**config.mk**
```make
export PLATFORM = sky130hd
export DESIGN_NAME = fpga_data_source
export DESIGN_NICKNAME = d
export VERILOG_FILES = /design/src/rtl/fpga_data_source_pkg.sv /design/src/rtl/lfsr8.sv /design/src/rtl/fpga_data_source.sv
export SDC_FILE = /design/constraint.sdc
export NUM_CORES = 1
export LEC_CHECK = 0
export BUFFER_PORTS_ARGS = -buffer_cell sky130_fd_sc_hd__buf_2
export CAP_MARGIN = 30
export CORE_MARGIN = 4
export CORE_UTILIZATION = 48
export DETAILED_ROUTE_END_ITERATION = 6
export PLACE_DENSITY = 0.74
export SETUP_SLACK_MARGIN = 0.3
export SYNTH_ARGS = -nofsm -noshare
export SYNTH_HDL_FRONTEND = slang
export SYNTH_SLANG_ARGS = --single-unit
```
**constraint.sdc**
```tcl
create_clock -name clk -period 1.62 [get_ports clk]
set_input_delay 0.324 -clock clk [delete_from_list [all_inputs] [get_ports clk]]
set_output_delay 0.324 -clock clk [all_outputs]
set_load 0.03 [all_outputs]
```
**src/rtl/fpga_data_source_pkg.sv**
```systemverilog
// Register map, bit positions, state encoding and LFSR taps shared by the
// fpga_data_source packet generator and its lfsr8 helper.
package fpga_data_source_pkg;

    localparam logic [1:0] REG_CTRL = 2'd0;
    localparam logic [1:0] REG_STAT = 2'd1;
    localparam logic [1:0] REG_LEN  = 2'd2;
    localparam logic [1:0] REG_CNT  = 2'd3;

    localparam int CTRL_START    = 0;
    localparam int CTRL_ABORT    = 1;
    localparam int CTRL_MODE     = 2;
    localparam int CTRL_SEED_LSB = 8;

    localparam int STAT_BUSY     = 0;
    localparam int STAT_DONE     = 1;
    localparam int STAT_ABORTED  = 2;
    localparam int STAT_LAST_LSB = 8;

    localparam logic [7:0] LFSR_TAPS = 8'hB8;

    typedef enum logic {
        ST_IDLE = 1'b0,
        ST_SEND = 1'b1
    } state_t;

    // One Fibonacci step of x^8+x^6+x^5+x^4+1: shift left, XOR of taps into b0.
    function automatic logic [7:0] lfsrStep(input logic [7:0] s);
        return {s[6:0], ^(s & LFSR_TAPS)};
    endfunction

endpackage

```
**src/rtl/lfsr8.sv**
```systemverilog
// Combinational next-state function of the 8-bit pattern LFSR used by
// fpga_data_source when LFSR mode is built in.
module lfsr8
    import fpga_data_source_pkg::*;
(
    input  logic [7:0] state_i,
    output logic [7:0] next_o
);

    assign next_o = lfsrStep(state_i);

endmodule

```
**src/rtl/fpga_data_source.sv**
```systemverilog
// Avalon-MM programmed packet generator driving an 8-bit AXI4-Stream master.
// Optional LFSR pattern mode is built in when FPGA_DATA_SOURCE_LFSR_EN is defined.
module fpga_data_source
    import fpga_data_source_pkg::*;
(
    input  logic        clk,
    input  logic        reset,
    input  logic [1:0]  avs_address,
    input  logic        avs_chipselect,
    input  logic        avs_write_n,
    input  logic [31:0] avs_writedata,
    output logic [31:0] avs_readdata,
    output logic [7:0]  axis4_m_tdata,
    output logic        axis4_m_tvalid,
    output logic        axis4_m_tlast,
    input  logic        axis4_m_tready
);

    state_t      state_q, state_d;
    logic [7:0]  len_q, len_d;
    logic [7:0]  seed_q, seed_d;
    logic [7:0]  curByte_q, curByte_d;
    logic [7:0]  remaining_q, remaining_d;
    logic [8:0]  cnt_q, cnt_d;
    logic [7:0]  lastByte_q, lastByte_d;
    logic        done_q, done_d;
    logic        aborted_q, aborted_d;
    logic        abortPend_q, abortPend_d;

    logic        wrEn;
    logic        ctrlWr;
    logic        startReq;
    logic        abortReq;
    logic        sending;
    logic        tlastInt;
    logic        handshake;
    logic [7:0]  nextByte;
    logic [7:0]  startByte;
    logic        modeView;
    logic        unusedWd;

`ifdef FPGA_DATA_SOURCE_LFSR_EN
    logic        mode_q, mode_d;
    logic        workMode_q, workMode_d;
    logic [7:0]  lfsrNext;
    logic [7:0]  wrSeed;

    lfsr8 u_lfsr8 (
        .state_i (curByte_q),
        .next_o  (lfsrNext)
    );

    assign modeView  = mode_q;
    assign nextByte  = workMode_q ? lfsrNext : curByte_q + 8'd1;
    assign wrSeed    = avs_writedata[CTRL_SEED_LSB +: 8];
    // The all-zero state would lock the LFSR, so a zero seed starts at 0x01.
    assign startByte = (avs_writedata[CTRL_MODE] && wrSeed == 8'd0) ? 8'h01 : wrSeed;
    assign unusedWd  = ^{avs_writedata[31:16], avs_writedata[7:3]};
`else
    assign modeView  = 1'b0;
    assign nextByte  = curByte_q + 8'd1;
    assign startByte = avs_writedata[CTRL_SEED_LSB +: 8];
    assign unusedWd  = ^{avs_writedata[31:16], avs_writedata[7:2]};
`endif

    assign wrEn      = avs_chipselect & ~avs_write_n;
    assign ctrlWr    = wrEn && (avs_address == REG_CTRL);
    assign startReq  = ctrlWr && avs_writedata[CTRL_START];
    assign abortReq  = ctrlWr && avs_writedata[CTRL_ABORT];
    assign sending   = (state_q == ST_SEND);
    assign tlastInt  = sending && ((remaining_q == 8'd0) || abortPend_q);
    assign handshake = sending && axis4_m_tready;

    assign axis4_m_tvalid = sending;
    assign axis4_m_tlast  = tlastInt;
    assign axis4_m_tdata  = sending ? curByte_q : 8'h00;

    always_ff @(posedge clk or posedge reset) begin
        if (reset) begin
            state_q     <= ST_IDLE;
            len_q       <= 8'd0;
            seed_q      <= 8'd0;
            curByte_q   <= 8'd0;
            remaining_q <= 8'd0;
            cnt_q       <= 9'd0;
            lastByte_q  <= 8'd0;
            done_q      <= 1'b0;
            aborted_q   <= 1'b0;
            abortPend_q <= 1'b0;
`ifdef FPGA_DATA_SOURCE_LFSR_EN
            mode_q      <= 1'b0;
            workMode_q  <= 1'b0;
`endif
        end else begin
            state_q     <= state_d;
            len_q       <= len_d;
            seed_q      <= seed_d;
            curByte_q   <= curByte_d;
            remaining_q <= remaining_d;
            cnt_q       <= cnt_d;
            lastByte_q  <= lastByte_d;
            done_q      <= done_d;
            aborted_q   <= aborted_d;
            abortPend_q <= abortPend_d;
`ifdef FPGA_DATA_SOURCE_LFSR_EN
            mode_q      <= mode_d;
            workMode_q  <= workMode_d;
`endif
        end
    end

    // Register view updates always; working copies change only on an accepted START.
    always_comb begin
        state_d     = state_q;
        len_d       = len_q;
        seed_d      = seed_q;
        curByte_d   = curByte_q;
        remaining_d = remaining_q;
        cnt_d       = cnt_q;
        lastByte_d  = lastByte_q;
        done_d      = done_q;
        aborted_d   = aborted_q;
        abortPend_d = abortPend_q;
`ifdef FPGA_DATA_SOURCE_LFSR_EN
        mode_d      = mode_q;
        workMode_d  = workMode_q;
        if (ctrlWr) begin
            mode_d = avs_writedata[CTRL_MODE];
        end
`endif
        if (ctrlWr) begin
            seed_d = avs_writedata[CTRL_SEED_LSB +: 8];
        end
        if (wrEn && (avs_address == REG_LEN)) begin
            len_d = avs_writedata[7:0];
        end

        case (state_q)
            ST_IDLE: begin
                if (startReq) begin
                    state_d     = ST_SEND;
                    curByte_d   = startByte;
                    remaining_d = len_q;
                    cnt_d       = 9'd0;
                    done_d      = 1'b0;
                    aborted_d   = 1'b0;
                    abortPend_d = 1'b0;
`ifdef FPGA_DATA_SOURCE_LFSR_EN
                    workMode_d  = avs_writedata[CTRL_MODE];
`endif
                end
            end
            ST_SEND: begin
                if (abortReq) begin
                    abortPend_d = 1'b1;
                end
                if (handshake) begin
                    cnt_d      = cnt_q + 9'd1;
                    lastByte_d = curByte_q;
                    if (tlastInt) begin
                        state_d     = ST_IDLE;
                        done_d      = 1'b1;
                        aborted_d   = abortPend_q;
                        abortPend_d = 1'b0;
                    end else begin
                        curByte_d   = nextByte;
                        remaining_d = remaining_q - 8'd1;
                    end
                end
            end
            default: begin
                state_d = ST_IDLE;
            end
        endcase
    end

    always_comb begin
        avs_readdata = 32'd0;
        case (avs_address)
            REG_CTRL: avs_readdata = {16'd0, seed_q, 5'd0, modeView, 2'b00};
            REG_STAT: avs_readdata = {16'd0, lastByte_q, 5'd0, aborted_q, done_q, sending};
            REG_LEN:  avs_readdata = {24'd0, len_q};
            REG_CNT:  avs_readdata = {23'd0, cnt_q};
            default:  avs_readdata = 32'd0;
        endcase
    end

endmodule
```
Yosys cells after proc, flatten, opt, wreduce, memory -nomap -nowiden. Cells that the tools add are included.

Flip-flop bits (word level): 53. Bits of input ports: 39. Word-level logic and storage cells: 64. Output and inout port bits: 42.

Add/sub/neg operators: 3. Reductions and logical operators: 13. Bitwise operators: 3. Equal/unequal tests: 7. Muxes and demuxes: 28.

Operator list (number): $pmux 32 s4 (1); $mux 8 (7); $pmux 8 s2 (2); $mux 9 (2); $pmux 9 s2 (1); $mux 1 (11); $add 9x1->9 const B (1); $add 8x1->8 const B (1); $logic_not 8->1 (1); $pmux 1 s2 (4); $sub 8x1->8 const B (1); $logic_and 1x1->1 (6); $ne 2x2->1 const B (3); $reduce_and 3->1 (2); $eq 2x2->1 const B (2); $reduce_and 2->1 (2); $eq 2x1->1 const B (1); $logic_not 2->1 (1); $ne 2x1->1 const B (1); $not 1->1 (2); $and 1x1->1 (1); $logic_or 1x1->1 (1).

Longest topological paths before layout. Gate-level depths: netlist (run 1).

Word-level depth: 8. Gate-level depth with buffers: 7. Mapped depth without buffers: 7.

Least setup slack after synthesis (run 1). Ideal clock, no wire load.

Path kind: input to output. From: in avs_address[0]. To: out avs_readdata[8]. Data arrival time: 1.584 ns. Path slack: -0.288 ns. Cell stages on the path: 4. Cell sequence: buf_2 > buf_2 > mux2i_1 > o21ai_0.

Longest elaborated chain between the ends: 2. Elaborated cells on any way between the ends: 5.

Ends and longest elaborated chain: start: declaration (RTL line fpga_data_source.sv:8) `input logic [1:0] avs_address,`; $eq 2x2->1, or another cell as far along (RTL line fpga_data_source.sv:179) `case (avs_address)`; $pmux 32 s4 (*) (RTL line fpga_data_source.sv:179); end: declaration (RTL line fpga_data_source.sv:12) `output logic [31:0] avs_readdata,`.

Mark *: on every way between the ends. The rest lies on a longest branch, timed or not. The select of a mux whose other input is x is not followed.

Worst setup path after layout (run 1).
From: reg remaining_q[0]. To: reg remaining_q[7].

Longest elaborated chain between the ends: 5. Elaborated cells on any way between the ends: 9.

Ends and longest elaborated chain: start: declaration (RTL line fpga_data_source.sv:23) `logic [7:0] remaining_q, remaining_d;`; start signal: assignment (RTL line fpga_data_source.sv:99) `remaining_q <= remaining_d;`; branches (longest 5 deep; another with $sub 8x1->8).

Parallel ways; which one is timed is not known. The select of a mux whose other input is x is not followed. A chain may end at the register's enable or synchronous reset.

==> results of run 1 <==
[cell type report]
| type | count | area, sq um |
|---|---|---|
| Clock buffer | 5 | 68.8 |
| Tap cell | 75 | 93.8 |
| Timing Repair Buffer | 153 | 1480 |
| Inverter | 9 | 47.5 |
| Fill cell | 252 | 723 |
| Sequential cell | 53 | 1330 |
| Clock inverter | 3 | 65.1 |
| Multi-Input combinational cell | 248 | 2250 |
[through the flow]
stage               std cells  setup TNS, ns  power (mW)
floorplan                 344       -0.00897        4.14
detailed placement        469          -3.18        4.94
finish                    546          -5.07        8.68
global placement          469          -2.09        4.84
global route              546          -6.49        9.01
CTS                       516          -2.39        7.35
[Yosys cell counts, drive strengths merged, types with 2 or more instances]
cell	count	area share (%)
a22o	3	0.86
mux2i	15	4.9
and4	3	0.86
nor4	5	1.2
nand2	57	7.0
xnor2	2	0.57
o32ai	2	0.57
o21ai	14	2.3
and3	3	0.61
dfrtp	53	43
a21o	3	0.74
clkbuf	10	1.2
a311oi	5	1.6
ha	4	1.6
and2	8	1.6
a31oi	9	1.8
nor4bb	2	0.65
nand2b	2	0.41
inv	9	1.1
xor2	4	1.1
nor3	2	0.33
nor2b	7	1.4
buf	25	5.6
nor2	26	3.2
a21oi	8	1.3
mux2	11	4.0
a211oi	4	0.98
nand3	7	1.1
o31ai	6	1.5
[worst max-delay path: stages, from the launching register on]
cell and delay, ns:
dfrtp_2 0.45, buf_4 0.19, or4_4 0.58, o41ai_2 0.26
a31oi_1 0.19, a311oi_1 0.37
[final timing paths]
check / endpoint
hold reg to reg: seed_q[5]
setup reg to reg: remaining_q[7]
setup / recovery: remaining_q[7]
hold / removal: curByte_q[5]
min in group clk: seed_q[6]
max in group asynchronous: cnt_q[4]
[metal layers]
layer	share of wire (%)	GRT usage, %	vias to the layer above
met2	51	49.0	226
met1	37	34.4	1624
li1	-	-	1423
met4	4.0	10.6	0
met5	0	0	-
met3	8.0	4.80	46
[flip-flops by register name, indices dropped and copies added, names as in the netlist]
name,count
cnt_q,9
curByte_q,8
lastByte_q,8
len_q,8
remaining_q,8
seed_q,8
abortPend_q,1
aborted_q,1
axis4_m_tvalid,1
done_q,1
[cell usage in the layout, fill, tap and decap left out, types with 4 or more instances in the layout]
| cell type | instances |
|---|---|
| a31oi_4 | 6 |
| and2_4 | 8 |
| buf_12 | 9 |
| buf_2 | 20 |
| buf_4 | 67 |
| buf_6 | 47 |
| buf_8 | 9 |
| clkbuf_8 | 5 |
| conb_1 | 16 |
| dfrtp_1 | 49 |
| dfrtp_2 | 4 |
| inv_1 | 4 |
| mux2_4 | 11 |
| mux2i_1 | 12 |
| nand2_1 | 41 |
| nand2_2 | 10 |
| nand2_4 | 4 |
| nand3_1 | 4 |
| nor2_1 | 17 |
| nor2_2 | 7 |
| nor2b_2 | 5 |
| o21ai_1 | 4 |
| o21ai_2 | 6 |
[cell families (layout without fill, tap and decap cells)]
| kind of cell | Yosys count | after routing | share of synthesized area, % |
|---|---|---|---|
| simple gates | 129 | 129 | 20.8 |
| flops | 53 | 53 | 43.3 |
| other cells | 1 | 16 | 0.122 |
| compound gates | 66 | 67 | 15.5 |
| mux | 26 | 26 | 8.95 |
| buf+inv | 44 | 170 | 7.97 |
| xor+xnor | 6 | 6 | 1.72 |
| fa+ha+maj | 4 | 4 | 1.63 |
[report_power, final]
part	internal (mW)	switching (mW)	total, mW
combinational	2.69	2.58	5.27
clock	0.615	0.475	1.09
sequential	1.77	0.554	2.32
total	5.07	3.61	8.68
[timing repair]
action | CTS | global route
pin swaps | 35 | 21
gates cloned | 2 | 0
endpoints found under the setup margin | 59 | 63
buffers inserted | 37 | 30
gates resized for setup | 141 | 67
==> run metrics, run 1 <==
syn avg cell area=9.31 sq um; pre-CTS setup slack=-0.198 ns; Synth Flop Type=dfrtp_1; Max-slew headroom=56.4%; Die W=87.9 um; setup violators final=30; CTS H-tree lvls=2; Post-Syn Instances=329; initial antenna violation count=0; status=finished with violations; Core ar.=6060 sq um; number of global-route vias before repair=3188; peak supply drop=1.20 mV; clock root cell=clkbuf_8; # rows=28; Worst setup startpoint=remaining_q[0]; Longest Clk Path Bufs=2; Yosys cell types=55; Die ar.=7720 sq um; CTS Sinks=53; hold_buf cts=0; Final Hold Violating Endpoints=7; Worst-Skew Late Latency=0.32 ns; ant diodes=0; failing checks=hold timing, setup timing; Critical Path RT=1.80 ns; Buffers on Ports=48; EDFF count, synth=0; Final GP Congestion=0.856; crit start category=register; Slew @ Worst Pin=0.653 ns; placed instance area=3780 sq um; WL final=12300 um; final core occ=88.1%; maximum clock frequency=459 MHz; Syn-to-layout area delta=74.3%; Via density=6.08; clk slew on worst S/H paths=0.11 ns; Slew Viols, Final=0; unrepaired setup endpoints after global routing=yes; Pwr Density=1630 nW/um^2; Fin Hold WS=-0.00837 ns; I/O pin cnt=81; Synth Cell Area=3060 sq um; drt first-iter violations=244; R2R cell count=5; Post-route DRC=0; CTS tree=yes; flops & latches, synth=53; Period Utilization, post-route=135%; starting density of the core=50.5%; vias after detailed routing=3319; critical path peak fanout=5; Final WS setup=-0.560 ns; type of the worst min-delay path=input pin to async pin; R2R Setup Slk=-0.56 ns; largest net degree at the start of global routing=37; chip height=87.9 um; Reg2Reg Launch Point=remaining_q[0]; Clock Skews=0.00990 ns; crit path kind=register to register; GRT Overall Usage=28.0%; remaining antenna violation count=0; Post-synth ARST share=100%; DP HPWL=5890 um; Synthesis Warnings=0; DR WL/cell=22.5 um; register area share after synthesis=43.3%; layout cells sized above 1=59.2%; CTS Buf Count=5; Pre-Repair DR Iteration Count=5; crit end category=register; Arrival @ worst endpoint=2.36 ns; first-pass GRT wire length=16500 um; min cycle time layout=2.18 ns; final std cell area, no fill=5340 sq um; final net count=513; leakage power total=2.46 nW; GRT overflow=0; max_cap viols=0
Power figures use the tool's default switching activity.
==> run 2: changes to the inputs <==
--- a/config.mk
+++ b/config.mk
@@ -5,13 +5,14 @@
 export SDC_FILE = /design/constraint.sdc
 export NUM_CORES = 1
 export LEC_CHECK = 0
-export BUFFER_PORTS_ARGS = -buffer_cell sky130_fd_sc_hd__buf_2
 export CAP_MARGIN = 30
 export CORE_MARGIN = 4
-export CORE_UTILIZATION = 48
+export CORE_UTILIZATION = 57
 export DETAILED_ROUTE_END_ITERATION = 6
-export PLACE_DENSITY = 0.74
+export DONT_BUFFER_PORTS = 1
+export PLACE_DENSITY = 0.72
 export SETUP_SLACK_MARGIN = 0.3
+export SLEW_MARGIN = 30
 export SYNTH_ARGS = -nofsm -noshare
 export SYNTH_HDL_FRONTEND = slang
 export SYNTH_SLANG_ARGS = --single-unit
==> run metrics, run 2 (synthesized netlist as in run 1, its figures left out) <==
status=finished with violations; failing checks=setup timing; Pre-Repair DR Iteration Count=5; Top Family by Delay on Critical Path=compound AO/OA/AOI/OAI gates; maximum clock frequency=488 MHz; DP HPWL=5780 um; final net count=468; Period Utilization, post-route=127%; worst hold endpoint=seed_q[5]; crit path cell chain=buf_4 > buf_6 > or4_4 > o41ai_2 > a31oi_1 > a311oi_1; remaining antenna violation count=0; largest net degree at the start of global routing=54; crit start category=register; Buffers on Ports=0; Die W=81.3 um; routed wl met2=6470 um; max_cap viols=0; Clock Skews=0.00975 ns; peak supply drop=1.18 mV; DR WL/cell=26.6 um; # rows=26; CTS Sinks=53; critical path peak fanout=3; uppermost routed layer=met4; min cycle time layout=2.05 ns; layout cells sized above 1=52.8%; crit end category=register; Final WS setup=-0.430 ns; GRT Overall Usage=31.4%; leakage power total=2.17 nW; initial antenna violation count=0; Core ar.=5170 sq um; Hold Path Stages=2; Via density=6.78; unrepaired setup endpoints after global routing=yes; GRT overflow=0; most frequent cells in the layout=buf_4, dfrtp_1, nand2_1, buf_6, nor2_1; Slew Viols, Final=0; Fillers=152; max reg flops=9; chip height=81.3 um; crit path kind=register to register; final std cell area, no fill=4810 sq um; WL final=13200 um; Arrival @ worst endpoint=2.25 ns; worst r2r dst=remaining_q[7]; Longest Clk Path Bufs=2; drt first-iter violations=337; Final GP Congestion=0.854; Reg2Reg Launch Point=remaining_q[0]; Critical Path RT=1.82 ns; Fin Hold WS=0.131 ns; vias after detailed routing=3364; Post-route DRC=0; R2R cell count=6; Die ar.=6610 sq um; clk slew on worst S/H paths=0.10 ns; power after layout=8.20 mW; slowest stage delay, CP=0.56 ns; Pwr Density=1710 nW/um^2; clock root cell=clkbuf_8; CTS H-tree lvls=2; most common cell after layout, fill and taps aside=buf_4; R2R Setup Slk=-0.43 ns; setup violators final=28; largest reg by FF count=cnt_q; type of the worst min-delay path=input pin to register; placed instance area=3560 sq um; ant diodes=0; WL met3=1360 um; Slew @ Worst Pin=0.581 ns; met1 wire length=4340 um; CP Depth=6; CTS tree=yes; Hold Path Origin=avs_writedata[13]; Worst-Skew Late Latency=0.32 ns; Final Hold Violating Endpoints=0; slowest CP cell=or4_4; CTS Buf Count=5; I/O pin cnt=81; WP buf/inv=2; starting density of the core=59.2%; first-pass GRT wire length=15600 um; Max-slew headroom=61.3%; Syn-to-layout area delta=57.0%; number of global-route vias before repair=3135
run 2: worst max-delay path by stage:
stage | slack, ns | startpoint | endpoint
finish | -0.43 | remaining_q[0] | remaining_q[7]
global route | -0.52 | axis4_m_tvalid | curByte_q[3]
CTS | -0.21 | remaining_q[1] | axis4_m_tlast
detailed placement | -0.06 | remaining_q[1] | remaining_q[4]
global placement | -0.05 | remaining_q[2] | remaining_q[3]
floorplan | -0.009 | remaining_q[0] | curByte_q[5]
run 2: worst register-to-register path: cells and delay by family (launching register included):
kind	cells	cell delay, ns
AO/OA/AOI/OAI	3	0.70
AND/OR/NAND/NOR	1	0.56
flip-flops	1	0.42
buffers and inverters	2	0.26
run 2: cell type report:
type	instances	area, sq um	share of cell area [%]
well taps	70	87.6	1.82
flip-flops and latches	53	1330	27.7
multi-input cells	247	2180	45.4
clock inverters	2	38.8	0.807
inverters	9	50.0	1.04
clock buffers	6	72.6	1.51
repair buffers	109	1040	21.7
run 2: where the power goes:
part | switching, mW | total, mW | internal (mW)
Clock | 0.484 | 0.950 | 0.466
Sequential | 0.571 | 2.34 | 1.77
Combinational | 2.51 | 4.91 | 2.40
run 2: what timing repair did:
action	4_1_cts	5_1_grt
cloned	1	1
endpoints found under the setup margin	50	55
resized for setup	86	48
hold buffers	1	0
pin swaps	18	18
endpoints found under the hold margin	53	0
setup buffers	44	22
run 2: routing by layer:
layer / vias up / GRT usage, %
met3: 93 / 7.54
met4: 0 / 14.4
met5: - / 0
met1: 1601 / 34.6
met2: 343 / 56.6
li1: 1327 / -
run 2: metrics by stage:
step                      utilization [%]  setup WS, ns  TNS [ns]  cells
after floorplan                         -      -0.00897  -0.00897    344
after global placement               68.9       -0.0496    -0.168    419
after detailed placement             68.9       -0.0625    -0.286    419
after CTS                            85.0        -0.211    -0.962    473
after global routing                 93.0        -0.516     -5.88    496
final                                93.0        -0.430     -4.29    496
==> run 3: changes to the inputs <==
--- a/config.mk
+++ b/config.mk
@@ -7,10 +7,10 @@
 export LEC_CHECK = 0
 export CAP_MARGIN = 30
 export CORE_MARGIN = 4
-export CORE_UTILIZATION = 57
+export CORE_UTILIZATION = 63
 export DETAILED_ROUTE_END_ITERATION = 6
 export DONT_BUFFER_PORTS = 1
-export PLACE_DENSITY = 0.72
+export PLACE_DENSITY = 0.76
 export SETUP_SLACK_MARGIN = 0.3
 export SLEW_MARGIN = 30
 export SYNTH_ARGS = -nofsm -noshare
==> constraint.sdc (replaced) <==
create_clock -name clk -period 2.3 [get_ports clk]
set_input_delay 0.46 -clock clk [delete_from_list [all_inputs] [get_ports clk]]
set_output_delay 0.46 -clock clk [all_outputs]
set_load 0.03 [all_outputs]
==> run metrics, run 3 (synthesized netlist as in run 1, its figures left out) <==
crit path kind=register to primary output; first-pass GRT wire length=12200 um; Arrival @ worst endpoint=1.48 ns; WL final=7410 um; CTS Sinks=53; starting density of the core=64.8%; leakage power total=1.48 nW; DR WL/cell=18.6 um; status=finished, final reports clean; pre-CTS setup slack=0.342 ns; final core occ=69.1%; Logic pwr share=40.0%; Longest Clk Path Bufs=2; most frequent cells in the layout=nand2_1, dfrtp_1, nor2_1, conb_1, mux2i_1; Post-route DRC=0; CTS tree=yes; worst r2r dst=remaining_q[0]; Max-slew headroom=53.4%; Slew Viols, Final=0; Core ar.=4720 sq um; Via density=6.06; GRT Overall Usage=25.6%; clock root cell=clkbuf_8; Sw Pwr=1.59 mW; Most Crowded Layer GR=met2; M2 GR Usage=39.6%; crit end category=primary output; Net Sw Frac=43.7%; largest net degree at the start of global routing=32; unrepaired setup endpoints after global routing=no; setup violators final=0; maximum clock frequency=516 MHz; I/O pin cnt=81; min cycle time layout=1.94 ns; Final GP Congestion=0.834; Pwr Density=1120 nW/um^2; max reg flops=9; hold_buf cts=0; largest reg by FF count=cnt_q; multi-input logic area=1600 sq um; Period Utilization, post-route=84.2%; GR Layer Usage met3=4.99%; final net count=373; # rows=25; Reg2Reg Launch Point=axis4_m_tvalid; initial antenna violation count=0; Fillers=379; Pre-Repair DR Iteration Count=4; Clk network pwr share=15.3%; Internal=2.06 mW; type of the worst min-delay path=input pin to async pin; drt first-iter violations=217; CTS Buf Count=5; R2R Setup Slk=0.47 ns; crit start category=register; sequential power share=44.7%; peak supply drop=0.827 mV; clk slew on worst S/H paths=0.10 ns; ant diodes=0; layout cells sized above 1=14.8%; DP HPWL=5140 um; max_cap viols=0; GRT overflow=0; Final Hold Violating Endpoints=0; Final WS setup=0.362 ns; most common cell after layout, fill and taps aside=nand2_1; chip height=77.7 um; critical path peak fanout=8; vias after detailed routing=2412; Syn-to-layout area delta=6.58%; Die ar.=6040 sq um; met1 usage=37.1%; Buffers on Ports=0; Slew @ Worst Pin=0.700 ns; Die W=77.7 um; R2R cell count=5; Sequential Area=1330 sq um; final setup TNS=0 ns; Worst-Skew Late Latency=0.31 ns; remaining antenna violation count=0; Clock Skews=0.0105 ns; number of global-route vias before repair=2312; CTS H-tree lvls=2; Critical Path RT=1.84 ns
==> run 3: cell types whose count changed in the layout (fill, tap and decap cells not counted), sizes merged <==
cell | previous run | this run
clkbuf | 7 | 6
buf | 107 | 14
clkinvlp | 1 | 0
dlygate4sd3 | 1 | 0
clkinv | 1 | 3
bufinv | 1 | 0
==> run 3: area by class of cell <==
class                   count  area share [%]
multi-input cells         247            48.9
inverters                   9            1.19
clock buffers               6            2.53
repair buffers             14            3.72
clock inverters             2           0.422
flip-flops and latches     53            40.6
well taps                  67            2.57
==> run 3: per-stage QoR <==
step | power [mW] | hold WS (ns) | cells | instance area (sq um)
6_report | 3.65 | 0.0647 | 398 | 3260
5_1_grt | 3.90 | 0.0813 | 398 | 3260
4_1_cts | 3.61 | 0.0677 | 397 | 3240
3_5_place_dp | 2.96 | 0.408 | 387 | 3090
3_3_place_gp | 2.91 | 0.404 | 387 | 3090
2_1_floorplan | 2.67 | 0.445 | 344 | 3120
==> run 3: power by group through the flow <==
stage               clock (mW)  sequential (mW)  combinational, mW
floorplan                    0             1.50               1.18
global placement             0             1.61               1.30
detailed placement           0             1.62               1.34
CTS                      0.569             1.61               1.43
global route             0.601             1.69               1.61
finish                   0.559             1.63               1.46
==> run 3: critical path, cell delays in order, from the launching register on <==
cell and delay, ns:
dfrtp_1 0.48, nor4_4 0.42, a22oi_2 0.14, clkinv_4 0.14
==> run 3: worst max-delay path by stage <==
stage	endpoint	start	depth (start not counted)
3_5_place_dp	curByte_q[4]	avs_address[1]	5
2_1_floorplan	avs_readdata[8]	avs_address[0]	4
5_1_grt	axis4_m_tlast	axis4_m_tvalid	4
3_3_place_gp	curByte_q[0]	avs_address[1]	4
6_report	axis4_m_tlast	remaining_q[2]	3
4_1_cts	axis4_m_tlast	remaining_q[0]	5
==> run 3: metal layers <==
| layer | up-vias | wire (um) |
|---|---|---|
| li1 | 1126 | - |
| met1 | 1174 | 3280 |
| met2 | 102 | 3440 |
| met3 | 10 | 582 |
| met4 | 0 | 93 |
| met5 | - | 0 |
==> run 3: repair_timing <==
item,4_1_cts,5_1_grt
setup endpoints to repair,1,3
pin swaps,0,2
gates resized for setup,8,3
setup buffers,2,1
